==> src/rtl/simple_dual_pkg.sv <==
// Shared constants, helper function and read-pipeline record for the dual-port RAM arbiter.
// SIMPLE_DUAL_ARB_FWD_EN widens the pipeline record with write-forwarding fields.
package simple_dual_pkg;

   localparam int DATA_W   = 32;
   localparam int ADDR_W   = 10;
   localparam int BE_W     = 4;
   localparam int ID_W_MAX = 3;

   function automatic int clog2(input int value);
      int result;
      result = 0;
      for (int i = 0; i < 16; i++) begin
         if ((1 << i) < value) begin
            result = i + 1;
         end
      end
      return result;
   endfunction

   // Sized for the largest supported requester count so the record stays fixed-width.
   typedef struct packed {
      logic                valid;
      logic [ID_W_MAX-1:0] id;
`ifdef SIMPLE_DUAL_ARB_FWD_EN
      logic                fwd;
      logic [BE_W-1:0]     be;
      logic [DATA_W-1:0]   data;
`endif
   } rd_stage_t;

endpackage

==> src/rtl/simple_dual_arbiter_rr_arbiter.sv <==
// Round-robin arbiter: combinational one-hot grant, search starts at ptr and wraps.
module rr_arbiter
   import simple_dual_pkg::*;
#(
   parameter int N = 4
) (
   input  logic         clk,
   input  logic         rst,
   input  logic [N-1:0] req,
   output logic [N-1:0] gnt
);

   localparam int PW = (clog2(N) < 1) ? 1 : clog2(N);

   logic [PW-1:0] ptr;
   logic [PW-1:0] gnt_idx;
   logic          found;

   // The second pass only runs when nothing at or above ptr requested, so it picks the wrapped winner.
   always_comb begin
      gnt     = '0;
      gnt_idx = '0;
      found   = 1'b0;
      for (int i = 0; i < N; i++) begin
         if (!found && req[i] && (PW'(i) >= ptr)) begin
            gnt[i]  = 1'b1;
            gnt_idx = PW'(i);
            found   = 1'b1;
         end
      end
      for (int i = 0; i < N; i++) begin
         if (!found && req[i]) begin
            gnt[i]  = 1'b1;
            gnt_idx = PW'(i);
            found   = 1'b1;
         end
      end
   end

   always_ff @(posedge clk or posedge rst) begin
      if (rst) begin
         ptr <= '0;
      end else if (found) begin
         ptr <= (gnt_idx == PW'(N - 1)) ? '0 : gnt_idx + PW'(1);
      end
   end

endmodule

==> src/rtl/simple_dual_arbiter.sv <==
// Shares one simple dual-port RAM among NUM_REQ requesters with separate write/read arbitration.
// Define SIMPLE_DUAL_ARB_FWD_EN to forward same-cycle, same-address write data into the read.
module simple_dual_arbiter
   import simple_dual_pkg::*;
#(
   parameter int NUM_REQ    = 4,
   parameter int WIDTH      = DATA_W,
   parameter int ADDR_WIDTH = ADDR_W,
   parameter int WEA_WIDTH  = BE_W,
   parameter int ID_WIDTH   = clog2(NUM_REQ)
) (
   input  logic                            clk,
   input  logic                            rst,
   input  logic [NUM_REQ-1:0]              wr_req,
   input  logic [NUM_REQ*ADDR_WIDTH-1:0]   wr_addr,
   input  logic [NUM_REQ*WIDTH-1:0]        wr_data,
   input  logic [NUM_REQ*WEA_WIDTH-1:0]    wr_be,
   output logic [NUM_REQ-1:0]              wr_gnt,
   input  logic [NUM_REQ-1:0]              rd_req,
   input  logic [NUM_REQ*ADDR_WIDTH-1:0]   rd_addr,
   output logic [NUM_REQ-1:0]              rd_gnt,
   output logic                            rd_valid,
   output logic [ID_WIDTH-1:0]             rd_id,
   output logic [WIDTH-1:0]                rd_data,
   output logic                            ram_ena,
   output logic [WEA_WIDTH-1:0]            ram_wea,
   output logic [ADDR_WIDTH-1:0]           ram_addra,
   output logic [WIDTH-1:0]                ram_dina,
   output logic                            ram_enb,
   output logic [ADDR_WIDTH-1:0]           ram_addrb,
   input  logic [WIDTH-1:0]                ram_doutb
);

   function automatic logic [ID_WIDTH-1:0] onehot_to_idx(input logic [NUM_REQ-1:0] oh);
      onehot_to_idx = '0;
      for (int i = 0; i < NUM_REQ; i++) begin
         if (oh[i]) begin
            onehot_to_idx = ID_WIDTH'(i);
         end
      end
   endfunction

   logic [ID_WIDTH-1:0] wr_g;
   logic [ID_WIDTH-1:0] rd_g;
   rd_stage_t           s1;
   rd_stage_t           s2;

   rr_arbiter #(.N(NUM_REQ)) u_wr_arb (
      .clk (clk),
      .rst (rst),
      .req (wr_req),
      .gnt (wr_gnt)
   );

   rr_arbiter #(.N(NUM_REQ)) u_rd_arb (
      .clk (clk),
      .rst (rst),
      .req (rd_req),
      .gnt (rd_gnt)
   );

   assign wr_g = onehot_to_idx(wr_gnt);
   assign rd_g = onehot_to_idx(rd_gnt);

   always_ff @(posedge clk or posedge rst) begin
      if (rst) begin
         ram_ena   <= 1'b0;
         ram_wea   <= '0;
         ram_addra <= '0;
         ram_dina  <= '0;
      end else begin
         ram_ena <= |wr_gnt;
         if (|wr_gnt) begin
            ram_wea   <= wr_be[wr_g*WEA_WIDTH +: WEA_WIDTH];
            ram_addra <= wr_addr[wr_g*ADDR_WIDTH +: ADDR_WIDTH];
            ram_dina  <= wr_data[wr_g*WIDTH +: WIDTH];
         end else begin
            ram_wea <= '0;
         end
      end
   end

   // Stage 1 lines up with the RAM read access; stage 2 lines up with ram_doutb.
   always_ff @(posedge clk or posedge rst) begin
      if (rst) begin
         ram_enb   <= 1'b0;
         ram_addrb <= '0;
         s1        <= '0;
         s2        <= '0;
      end else begin
         ram_enb  <= |rd_gnt;
         if (|rd_gnt) begin
            ram_addrb <= rd_addr[rd_g*ADDR_WIDTH +: ADDR_WIDTH];
         end
         s1.valid <= |rd_gnt;
         s1.id    <= ID_W_MAX'(rd_g);
`ifdef SIMPLE_DUAL_ARB_FWD_EN
         s1.fwd   <= (|wr_gnt) && (|rd_gnt) &&
                     (wr_addr[wr_g*ADDR_WIDTH +: ADDR_WIDTH] == rd_addr[rd_g*ADDR_WIDTH +: ADDR_WIDTH]);
         s1.be    <= BE_W'(wr_be[wr_g*WEA_WIDTH +: WEA_WIDTH]);
         s1.data  <= DATA_W'(wr_data[wr_g*WIDTH +: WIDTH]);
`endif
         s2       <= s1;
      end
   end

   assign rd_valid = s2.valid;
   assign rd_id    = ID_WIDTH'(s2.id);

`ifdef SIMPLE_DUAL_ARB_FWD_EN
   always_comb begin
      rd_data = ram_doutb;
      if (s2.fwd) begin
         for (int k = 0; k < WEA_WIDTH; k++) begin
            if (s2.be[k]) begin
               rd_data[8*k +: 8] = s2.data[8*k +: 8];
            end
         end
      end
   end
`else
   assign rd_data = ram_doutb;
`endif

endmodule

==> config.mk <==
export PLATFORM = sky130hd
export DESIGN_NAME = simple_dual_arbiter
export DESIGN_NICKNAME = d
export VERILOG_FILES = /design/src/rtl/simple_dual_pkg.sv /design/src/rtl/simple_dual_arbiter_rr_arbiter.sv /design/src/rtl/simple_dual_arbiter.sv
export SDC_FILE = /design/constraint.sdc
export NUM_CORES = 1
export LEC_CHECK = 0
export BUFFER_PORTS_ARGS = -buffer_cell sky130_fd_sc_hd__buf_2
export CAP_MARGIN = 20
export CORE_AREA = 2 2 143 145
export CTS_CLUSTER_SIZE = 20
export DETAILED_ROUTE_END_ITERATION = 16
export DIE_AREA = 0 0 145 147
export PLACE_DENSITY = 0.61
export SLEW_MARGIN = 10
export SYNTH_ARGS = -nofsm -noshare
export SYNTH_HDL_FRONTEND = slang
export SYNTH_SLANG_ARGS = --single-unit
==> constraint.sdc <==
create_clock -name clk -period 2.2 [get_ports clk]
set_input_delay 0.11 -clock clk [delete_from_list [all_inputs] [get_ports clk]]
set_output_delay 0.11 -clock clk [all_outputs]
set_load 0.01 [all_outputs]
[Word-level counts from Yosys, hierarchy flattened]
Cells that the tools add are included.
Word-level totals
  register bits: 67
  input port bits: 266
  logic and storage cells: 120
Operators by class
  multiplexer cells: 53
  shift-type cells: 4
  eq/ne operators: 2
  $mul: 2
  $lt $le $gt $ge: 8
  add/sub/neg operators: 2
  reductions and logical operators: 38
Operator list (number)
  $shiftx A128 B8 Y32: 1
  $shiftx A40 B7 Y10: 2
  $mux W2: 18
  $mux W1: 34
  $logic_and A1 B1 Y1: 22
  $shiftx A16 B5 Y4: 1
  $logic_not A1 Y1: 14
  $mul A2 B3 Y5 const B: 2
  $ge A1 B2 Y1 const A: 4
  $ge A2 B2 Y1 const A: 4
  $reduce_or A4 Y1: 2
  $add A2 B1 Y2 const B: 2
  $eq A2 B2 Y1 const B: 2
  $mux W4: 1

[Longest topological paths before layout]
Gate-level depths: netlist (run 1).
  word-level depth: 30
  mapped depth: 8
  depth with buffers taken out: 5

[Modules after synthesis]
A second synthesis (run 1) with hierarchy kept.
Second synthesis, totals
  cells, all modules: 438
  area total of the unflattened synthesis: 4312.9 um^2
Modules (own cells, without submodules)
  simple_dual_arbiter: cells each 368, area each 3747.3 um^2, sequential area each 1576.5 um^2, instances 1
  rr_arbiter: cells each 35, area each 282.8 um^2, sequential area each 50.0 um^2, instances 2

[Worst setup path before layout (run 1)]
OpenSTA, ideal clock, no wires.
  path kind: register to register
  start: register u_wr_arb.ptr[1]
  end: register ram_addra[2]
  arrival time: 1.578 ns
  library setup time: 0.121 ns
  period minus slack after synthesis: 1.700 ns
  required time: 2.079 ns
  path slack: 0.500 ns
  path buffers: 3
  cell stages (with the launch flop): 9
  cell sequence: dfrtp_1 -> buf_4 -> mux2i_1 -> o221ai_2 -> buf_6 -> buf_6 -> mux2i_1 -> nor2_1 -> o22a_1
On the way
  longest elaborated chain between the ends: 30
  elaborated cells between the ends (all ways): 42
  those cells by class: 1 x mul; 4 x order compare; 1 x shift; 17 x mux; 19 x reduce/logical
RTL lines
  start: declaration: line simple_dual_arbiter_rr_arbiter.sv:15  | logic [PW-1:0] ptr;
  start signal: assignment: line simple_dual_arbiter_rr_arbiter.sv:44  | ptr <= (gnt_idx == PW'(N - 1)) ? '0 : gnt_idx + PW'(1);
  $ge A1 B2 Y1: line simple_dual_arbiter_rr_arbiter.sv:25  | if (!found && req[i] && (PW'(i) >= ptr)) begin
  $logic_and A1 B1 Y1: line simple_dual_arbiter_rr_arbiter.sv:25
  $mux W1: line simple_dual_arbiter_rr_arbiter.sv:25
  $logic_not A1 Y1: line simple_dual_arbiter_rr_arbiter.sv:25
  $logic_and A1 B1 Y1 (2 in series): line simple_dual_arbiter_rr_arbiter.sv:25
  $mux W1: line simple_dual_arbiter_rr_arbiter.sv:25
  $logic_not A1 Y1: line simple_dual_arbiter_rr_arbiter.sv:25
  $logic_and A1 B1 Y1 (2 in series): line simple_dual_arbiter_rr_arbiter.sv:25
  [12 not listed]
  $logic_and A1 B1 Y1: line simple_dual_arbiter_rr_arbiter.sv:32  | if (!found && req[i]) begin
  $mux W1: line simple_dual_arbiter_rr_arbiter.sv:32
  $logic_not A1 Y1: line simple_dual_arbiter_rr_arbiter.sv:32
  $logic_and A1 B1 Y1: line simple_dual_arbiter_rr_arbiter.sv:32
  $mux W1: line simple_dual_arbiter_rr_arbiter.sv:32
  $mux W2: line simple_dual_arbiter.sv:37  | if (oh[i]) begin
  $mul A2 B3 Y5: line simple_dual_arbiter.sv:75  | ram_addra <= wr_addr[wr_g*ADDR_WIDTH +: ADDR_WIDTH];
  $shiftx A40 B7 Y10: line simple_dual_arbiter.sv:75
  end signal: assignment: line simple_dual_arbiter.sv:75
  end: declaration: line simple_dual_arbiter.sv:27  | output logic [ADDR_WIDTH-1:0] ram_addra,
Parallel ways exist; a longest one is shown, timed or not.
A chain may end at the register's enable or synchronous reset.

[Worst setup path in the final report (run 1)]
  start: register u_wr_arb.ptr[1]
  end: register ram_dina[29]
On the way
  longest elaborated chain between the ends: 29
  elaborated cells between the ends (all ways): 41
  those cells by class: 4 x order compare; 1 x shift; 17 x mux; 19 x reduce/logical
RTL lines
  $ge A1 B2 Y1: line simple_dual_arbiter_rr_arbiter.sv:25
  $logic_and A1 B1 Y1: line simple_dual_arbiter_rr_arbiter.sv:25
  $mux W1: line simple_dual_arbiter_rr_arbiter.sv:25
  $logic_not A1 Y1: line simple_dual_arbiter_rr_arbiter.sv:25
  $logic_and A1 B1 Y1 (2 in series): line simple_dual_arbiter_rr_arbiter.sv:25
  $mux W1: line simple_dual_arbiter_rr_arbiter.sv:25
  $logic_not A1 Y1: line simple_dual_arbiter_rr_arbiter.sv:25
  $logic_and A1 B1 Y1 (2 in series): line simple_dual_arbiter_rr_arbiter.sv:25
  [11 not listed]
  $logic_not A1 Y1: line simple_dual_arbiter_rr_arbiter.sv:32
  $logic_and A1 B1 Y1: line simple_dual_arbiter_rr_arbiter.sv:32
  $mux W1: line simple_dual_arbiter_rr_arbiter.sv:32
  $logic_not A1 Y1: line simple_dual_arbiter_rr_arbiter.sv:32
  $logic_and A1 B1 Y1: line simple_dual_arbiter_rr_arbiter.sv:32
  $mux W1: line simple_dual_arbiter_rr_arbiter.sv:32
  $mux W2: line simple_dual_arbiter.sv:37
  $shiftx A128 B8 Y32: line simple_dual_arbiter.sv:76  | ram_dina <= wr_data[wr_g*WIDTH +: WIDTH];
  end signal: assignment: line simple_dual_arbiter.sv:76
  end: declaration: line simple_dual_arbiter.sv:28  | output logic [WIDTH-1:0] ram_dina,
Parallel ways exist; a longest one is shown, timed or not.

==> results of run 1 <==
-- worst max path at each step --
| stage | startpoint | end | slack (ps) |
|---|---|---|---|
| 6_report | u_wr_arb.ptr[1] | ram_dina[29] | 130 |
| 5_1_grt | u_wr_arb.ptr[1] | ram_addra[1] | 10 |
| 4_1_cts | u_wr_arb.ptr[1] | ram_addra[1] | 20 |
| 3_5_place_dp | u_wr_arb.ptr[1] | ram_addra[1] | -160 |
| 3_3_place_gp | u_wr_arb.ptr[1] | ram_addra[1] | -140 |
| 2_1_floorplan | rst | ram_addra[0] | 410 |
-- cell usage after synthesis, types with 3 or more instances --
library cell and n:
nand2_1 4, a21oi_1 13, nor2_1 58, o221a_2 3, o21ai_0 22, clkbuf_1 19, buf_2 15, a221oi_1 11
o22ai_1 69, buf_6 4, inv_1 15, mux2i_1 52, o22a_1 43, o21ai_1 24, dfrtp_1 67, buf_4 40
and2_1 3
-- worst min-delay path, stage by stage --
cell and delay (ps):
buf_2 90, inv_1 40, a221oi_1 60
-- what timing repair did --
item                                    4_1_cts  5_1_grt
hold buffers                                  3        0
endpoints found under the setup margin        2        1
hold endpoints to repair                     69        0
resized for setup                             1        1
-- flip-flops by register name, summed over array words and instances (netlist names) --
signal	cells
ram_ena	1
u_wr_arb.ptr	2
rd_valid	1
rd_id	2
ram_addrb	10
ram_dina	32
u_rd_arb.ptr	2
s1	3
ram_addra	10
ram_wea	4
-- per-layer routing --
layer	wire [um]	GRT usage (%)	vias up
li1	-	-	2281
met1	6490	16.7	2105
met2	7640	25.4	234
met3	1280	4.66	26
met4	352	6.04	0
met5	0	0	-
-- cell type report --
class	count	area share [%]
Antenna cell	1	0.0396
Clock buffer	12	4.06
Clock inverter	4	1.15
Inverter	17	1.01
Multi-Input combinational cell	316	34.2
Sequential cell	67	26.6
Tap cell	270	5.35
Timing Repair Buffer	322	27.6
-- metrics by stage --
stage	instance area (um2)	power [mW]
5_1_grt	6310	7.16
4_1_cts	6300	6.81
3_3_place_gp	5940	5.10
2_1_floorplan	4350	3.96
3_5_place_dp	5940	5.13
6_report	6310	6.69
-- cells by family after synthesis --
family / count (synthesis) / share of synthesized area [%]
simple gates: 70 / 6.53
flops: 67 / 38.5
mux: 52 / 12.0
compound gates: 194 / 30.1
buf+inv: 96 / 12.9
-- power by group through the flow --
stage | Combinational, mW | Clock [mW] | Sequential [mW]
after floorplan | 1.82 | 0 | 2.15
after global placement | 3.13 | 0 | 1.97
after detailed placement | 3.16 | 0 | 1.97
after CTS | 3.17 | 1.69 | 1.96
after global routing | 3.42 | 1.73 | 2.02
final | 3.13 | 1.60 | 1.96
-- cells in the final DEF, fill, tap and decap left out, types with 6 or more instances in the layout --
master / n
a21oi_1: 13
a221oi_1: 11
buf_12: 6
buf_2: 302
buf_4: 11
clkbuf_16: 9
dfrtp_1: 67
inv_1: 14
mux2i_1: 52
nor2_1: 58
o21ai_0: 22
o21ai_1: 24
o22a_1: 42
o22ai_1: 67
==> results.md, run 1 <==
* Clock Skews at 6.89 ps
* Die ar. at 21300 um2
* NetSw at 2.50 mW
* Post-Syn Nets at 745
* CP delay by family, top: simple AND/OR/NAND/NOR gates
* Hold_sp: rd_addr[3]
* R2r setup slk at 130 ps
* Crit Reg-Reg Endpoint: ram_dina[29]
* Worst R2R Path Depth at 7
* Minimum clock period at 2070 ps
* Min Hold Slack at 22.6 ps
* Flop pwr share at 29.3%
* DIE HEIGHT at 147 um
* Dpl ws at -160 ps
* Core area at 19800 um2
* PortBufs at 302
* Fin cells at 1009
* Post-synthesis area per instance at 9.08 um2
* Clock-pin slew on the worst setup and hold paths at 60 ps
* Cells after Synth at 479
* WL/cell at 15.6 um
* PD cells at 1060 nW/um2
* Skew-Pair Late Insertion Delay at 340 ps
* Setup TNS at 0 ps
* Total iterations of the first detailed-routing run at 4
* CTS tree: yes
* Final hold vios at 0
* Final Worst Setup Slack at 126 ps
* Final core occ at 31.8%
* FILL cells at 2080
* Slew HR at 59.7%
* P_leak at 3.16 nW
* Fmax at 482 MHz
* Fraction of layout cells with a size suffix above 1 at 46.7%
* Vias at 4646
* Synthesized area at 4350 um2
* Worst vdd ir at 0.354 mV
* Worst path slowest cell: dfrtp_1
* Area Growth Syn to Fin at 45.1%
* Clock power frac at 24.0%
* RSZ-0062 raised after global routing: false
* DRT iter0 DRCs at 139
* Max Slew Vio Count at 0
* Final setup violating endpoints at 0
* Largest area contributor in the netlist: dfrtp_1
* WP depth at 7
* CP bufs+invs at 2
* Largest net degree at the start of global routing at 55
* Status: complete, no violations
* Critical Path Fanout Max at 29
* DP HPWL at 12000 um
* Inst Count DP at 989
* Overall routing resource usage at 14.6%
* Multi-input logic area at 2160 um2
* CTS Buffer Depth at 2
* Cell chain of the critical path: buf_4, or3b_1, o221ai_4, buf_12, mux2i_1, nor2_1, o22a_1
* Vias in the first global route at 4569
* Internal power at 4.20 mW
* Worst Hold Class: input pin to register
* Setup CP Type: register to register
* Initial antenna violation count at 2
* Critical Path Max Stage Delay at 430 ps
* FF+latch area at 1680 um2
* Sw frac at 37.3%
* Nets at 999
* Max H-tree Level at 3
* Max Cap Viol at 0
* Clock net sink count at 67
* Clock Root Buffer: clkbuf_16
* Worst Tran Pin Value at 605 ps
* TritonCTS buffer count at 9
* Synth unique cells at 30
* Worst Hold End: ram_addrb[3]
* Synthesis Warnings at 0
* Post-synth EDFFs at 0
* Yosys reg bits at 67
* Gpl congestion at 0.862
* Num ports at 367
* Final WL at 15800 um
* Critical path required time at 2420 ps
* Drc violations at 0
* Asr flop ratio synth at 100%
* Row count at 52
* Post-synth top area share at 38.5%
* Top FF cell, synth: dfrtp_1
* Top post-synthesis cells by area: dfrtp_1 (39%), mux2i_1 (12%), o22ai_1 (9.9%)
* Worst Setup Start Kind: register
* First-pass GRT wire length at 24500 um
* # Post-CTS Setup Buffers at 0
* Post-synthesis sequential area ratio at 38.5%
* WHS Path Cells at 3
* Vias/cell at 4.60
* Final Cycle Share at 94.3%
* Initial core utilization at 21.9%
* Worst flop-to-flop path startpoint: u_wr_arb.ptr[1]
* Logic pwr share at 46.8%
* Worst setup EP type: register
* Worst EP arrival at 2300 ps
* ANT nets after route at 0
* GRT Residual Overflow at 0
* Die width at 145 um
(Power assumes the default switching activity.)
==> run 2, diff against run 1 <==
- CORE_AREA: 2 2 143 145 -> 2 2 142 144
- DIE_AREA: 0 0 145 147 -> 0 0 144 146
- PLACE_DENSITY: 0.61 -> 0.58
- SYNTH_HIERARCHICAL: unset -> 1
==> results.md, run 2 <==
* First-pass GRT wire length at 24000 um
* WHS Path Cells at 3
* PortBufs at 302
* Inst Count DP at 958
* Final hold vios at 0
* Initial core utilization at 22.3%
* Core area at 19300 um2
* Synth unique cells at 32
* ANT nets after route at 0
* RSZ-0062 raised after global routing: true
* Final Cycle Share at 96.4%
* Asr flop ratio synth at 100%
* Die ar. at 21000 um2
* Area Growth Syn to Fin at 46.0%
* Reg with most FFs: ram_dina
* Synthesized area at 4310 um2
* Overall routing resource usage at 14.9%
* Vias/cell at 4.69
* DP HPWL at 12600 um
* Worst EP arrival at 2320 ps
* Most common cell after layout, fill and taps aside: buf_2
* Fin cells at 980
* Slew HR at 48.9%
* Worst setup EP type: register
* Initial antenna violation count at 0
* WL/cell at 17.1 um
* Final instance area at 6300 um2
* Worst path slowest cell: dfrtp_2
* Worst R2R Path Depth at 6
* Drc violations at 0
* Synthesis Warnings at 6
* Crit Reg-Reg Endpoint: ram_dina[6]
* Critical Path Max Stage Delay at 450 ps
* Max H-tree Level at 3
* CTS Buffer Depth at 2
* Post-synthesis sequential area ratio at 38.9%
* CTS tree: yes
* Most frequent cells after synthesis: dfrtp_1 (67), nor2_1 (60), a21oi_1 (58)
* Total iterations of the first detailed-routing run at 9
* Most frequent cells in the layout: buf_2 (302), dfrtp_1 (65), nor2_1 (59), a21oi_1 (58), mux2_2 (53)
* Skew-Pair Late Insertion Delay at 340 ps
* Max FFs per register at 32
* FILL cells at 2058
* Cells after Synth at 438
* Hold_sp: wr_be[8]
* TritonCTS buffer count at 9
* # Post-CTS Setup Buffers at 0
* Gpl congestion at 0.787
* Setup CP Type: register to register
* N_diodes at 0
* Worst Setup Start Kind: register
* Post-synth top area share at 38.9%
* Worst Hold End: ram_wea[0]
* Final setup violating endpoints at 0
* Max Cap Viol at 0
* CP most frequent cell: a21oi_1
* CP bufs+invs at 1
* Clock Root Buffer: clkbuf_16
* Cell chain of the critical path: a21oi_1, o221a_2, buf_12, mux2_2, a222oi_1, a21oi_1
* Regs by FF count: ram_dina: 32 flops, ram_addra: 10 flops, ram_addrb: 10 flops
* Setup TNS at 0 ps
* PD cells at 1250 nW/um2
* R2r setup slk at 80 ps
* Clock-pin slew on the worst setup and hold paths at 60 ps
* Critical Path Fanout Max at 30
* Largest net degree at the start of global routing at 58
* Die width at 144 um
* Largest area contributor in the netlist: dfrtp_1
* Vias at 4599
* Status: complete, no violations
* Vias in the first global route at 4613
* Clock net sink count at 67
* GRT Residual Overflow at 0
* Count leader, synth: dfrtp_1
* Critical path required time at 2400 ps
* Top FF cell, synth: dfrtp_1
* Yosys reg bits at 67
* Top post-synthesis cells by area: dfrtp_1 (39%), mux2_2 (14%), a222oi_1 (12%)
* Final WL at 16700 um
* Final Worst Setup Slack at 79.7 ps
* Post-Syn Nets at 704
* P_leak at 3.06 nW
* DRT iter0 DRCs at 329
* Fraction of layout cells with a size suffix above 1 at 58.0%
* Clock Skews at 6.90 ps
* CP startpoint: u_wr_arb/ptr[1]
* CP delay by family, top: compound AO/OA/AOI/OAI gates
* Worst Hold Class: input pin to register
* DIE HEIGHT at 146 um
* Worst flop-to-flop path startpoint: u_wr_arb/ptr[1]
* Min Hold Slack at 70.3 ps
* Post-Place Cell Area at 5940 um2
* Row count at 51
* Worst vdd ir at 0.460 mV
* Post-synthesis area per instance at 9.85 um2
* Worst Tran Pin Value at 765 ps
* Nets at 976
* Post-synth EDFFs at 0
* Fmax at 472 MHz
* Dpl ws at 49.0 ps
* Num ports at 367
* Minimum clock period at 2120 ps
* Max Slew Vio Count at 0
## run 2: area by class of cell
class / count / area [um2] / area share (%)
Clock buffer: 12 / 246 / 3.91
Timing Repair Buffer: 337 / 1850 / 29.4
Tap cell: 265 / 332 / 5.27
Clock inverter: 4 / 26.3 / 0.417
Multi-Input combinational cell: 286 / 2130 / 33.8
Inverter: 9 / 33.8 / 0.537
Sequential cell: 67 / 1680 / 26.7
## run 2: worst min-delay path: stages
cell and delay [ps]:
buf_2 100, nor2b_1 100, o31ai_1 70
## run 2: worst max-delay path by stage
stage / to / slack, ps / cells after the start
finish: ram_dina[6] / 80 / 6
global route: ram_dina[30] / -7 / 8
CTS: ram_dina[16] / 40 / 8
detailed placement: ram_dina[14] / 50 / 8
global placement: ram_dina[14] / 110 / 8
floorplan: ram_dina[7] / 100 / 10
## run 2: through the flow
stage          utilization, %  total power [mW]
2_1_floorplan               -              4.97
3_3_place_gp             30.7              6.44
3_5_place_dp             30.7              6.50
4_1_cts                  32.4              7.91
5_1_grt                  32.6              8.51
6_report                 32.6              7.87
## run 2: kinds of logic (layout without fill, tap and decap cells)
group	after synthesis	count (layout)	synth area share, %
compound gates	145	145	25.5
buf+inv	86	362	12.9
flops	67	67	38.9
mux	53	53	13.8
simple gates	87	88	8.88
## run 2: layer usage
| metal | global-route usage, % | part of all wire (%) |
|---|---|---|
| met1 | 16.6 | 38 |
| met2 | 26.6 | 50 |
| met5 | 0 | 0 |
| met4 | 6.27 | 2.3 |
| met3 | 3.78 | 9.1 |
## run 2: what timing repair did
action                                  4_1_cts  5_1_grt
gates resized for setup                       0        7
hold buffers                                  5        0
endpoints found under the setup margin        0       45
endpoints found under the hold margin        41        0
## run 2: power breakdown
part           total (mW)  internal [mW]  switching (mW)  leakage, nW
sequential           2.26           1.89           0.370        0.774
combinational        4.27           1.94            2.33         2.15
clock                1.34          0.792           0.544        0.133
total                7.87           4.63            3.24         3.06
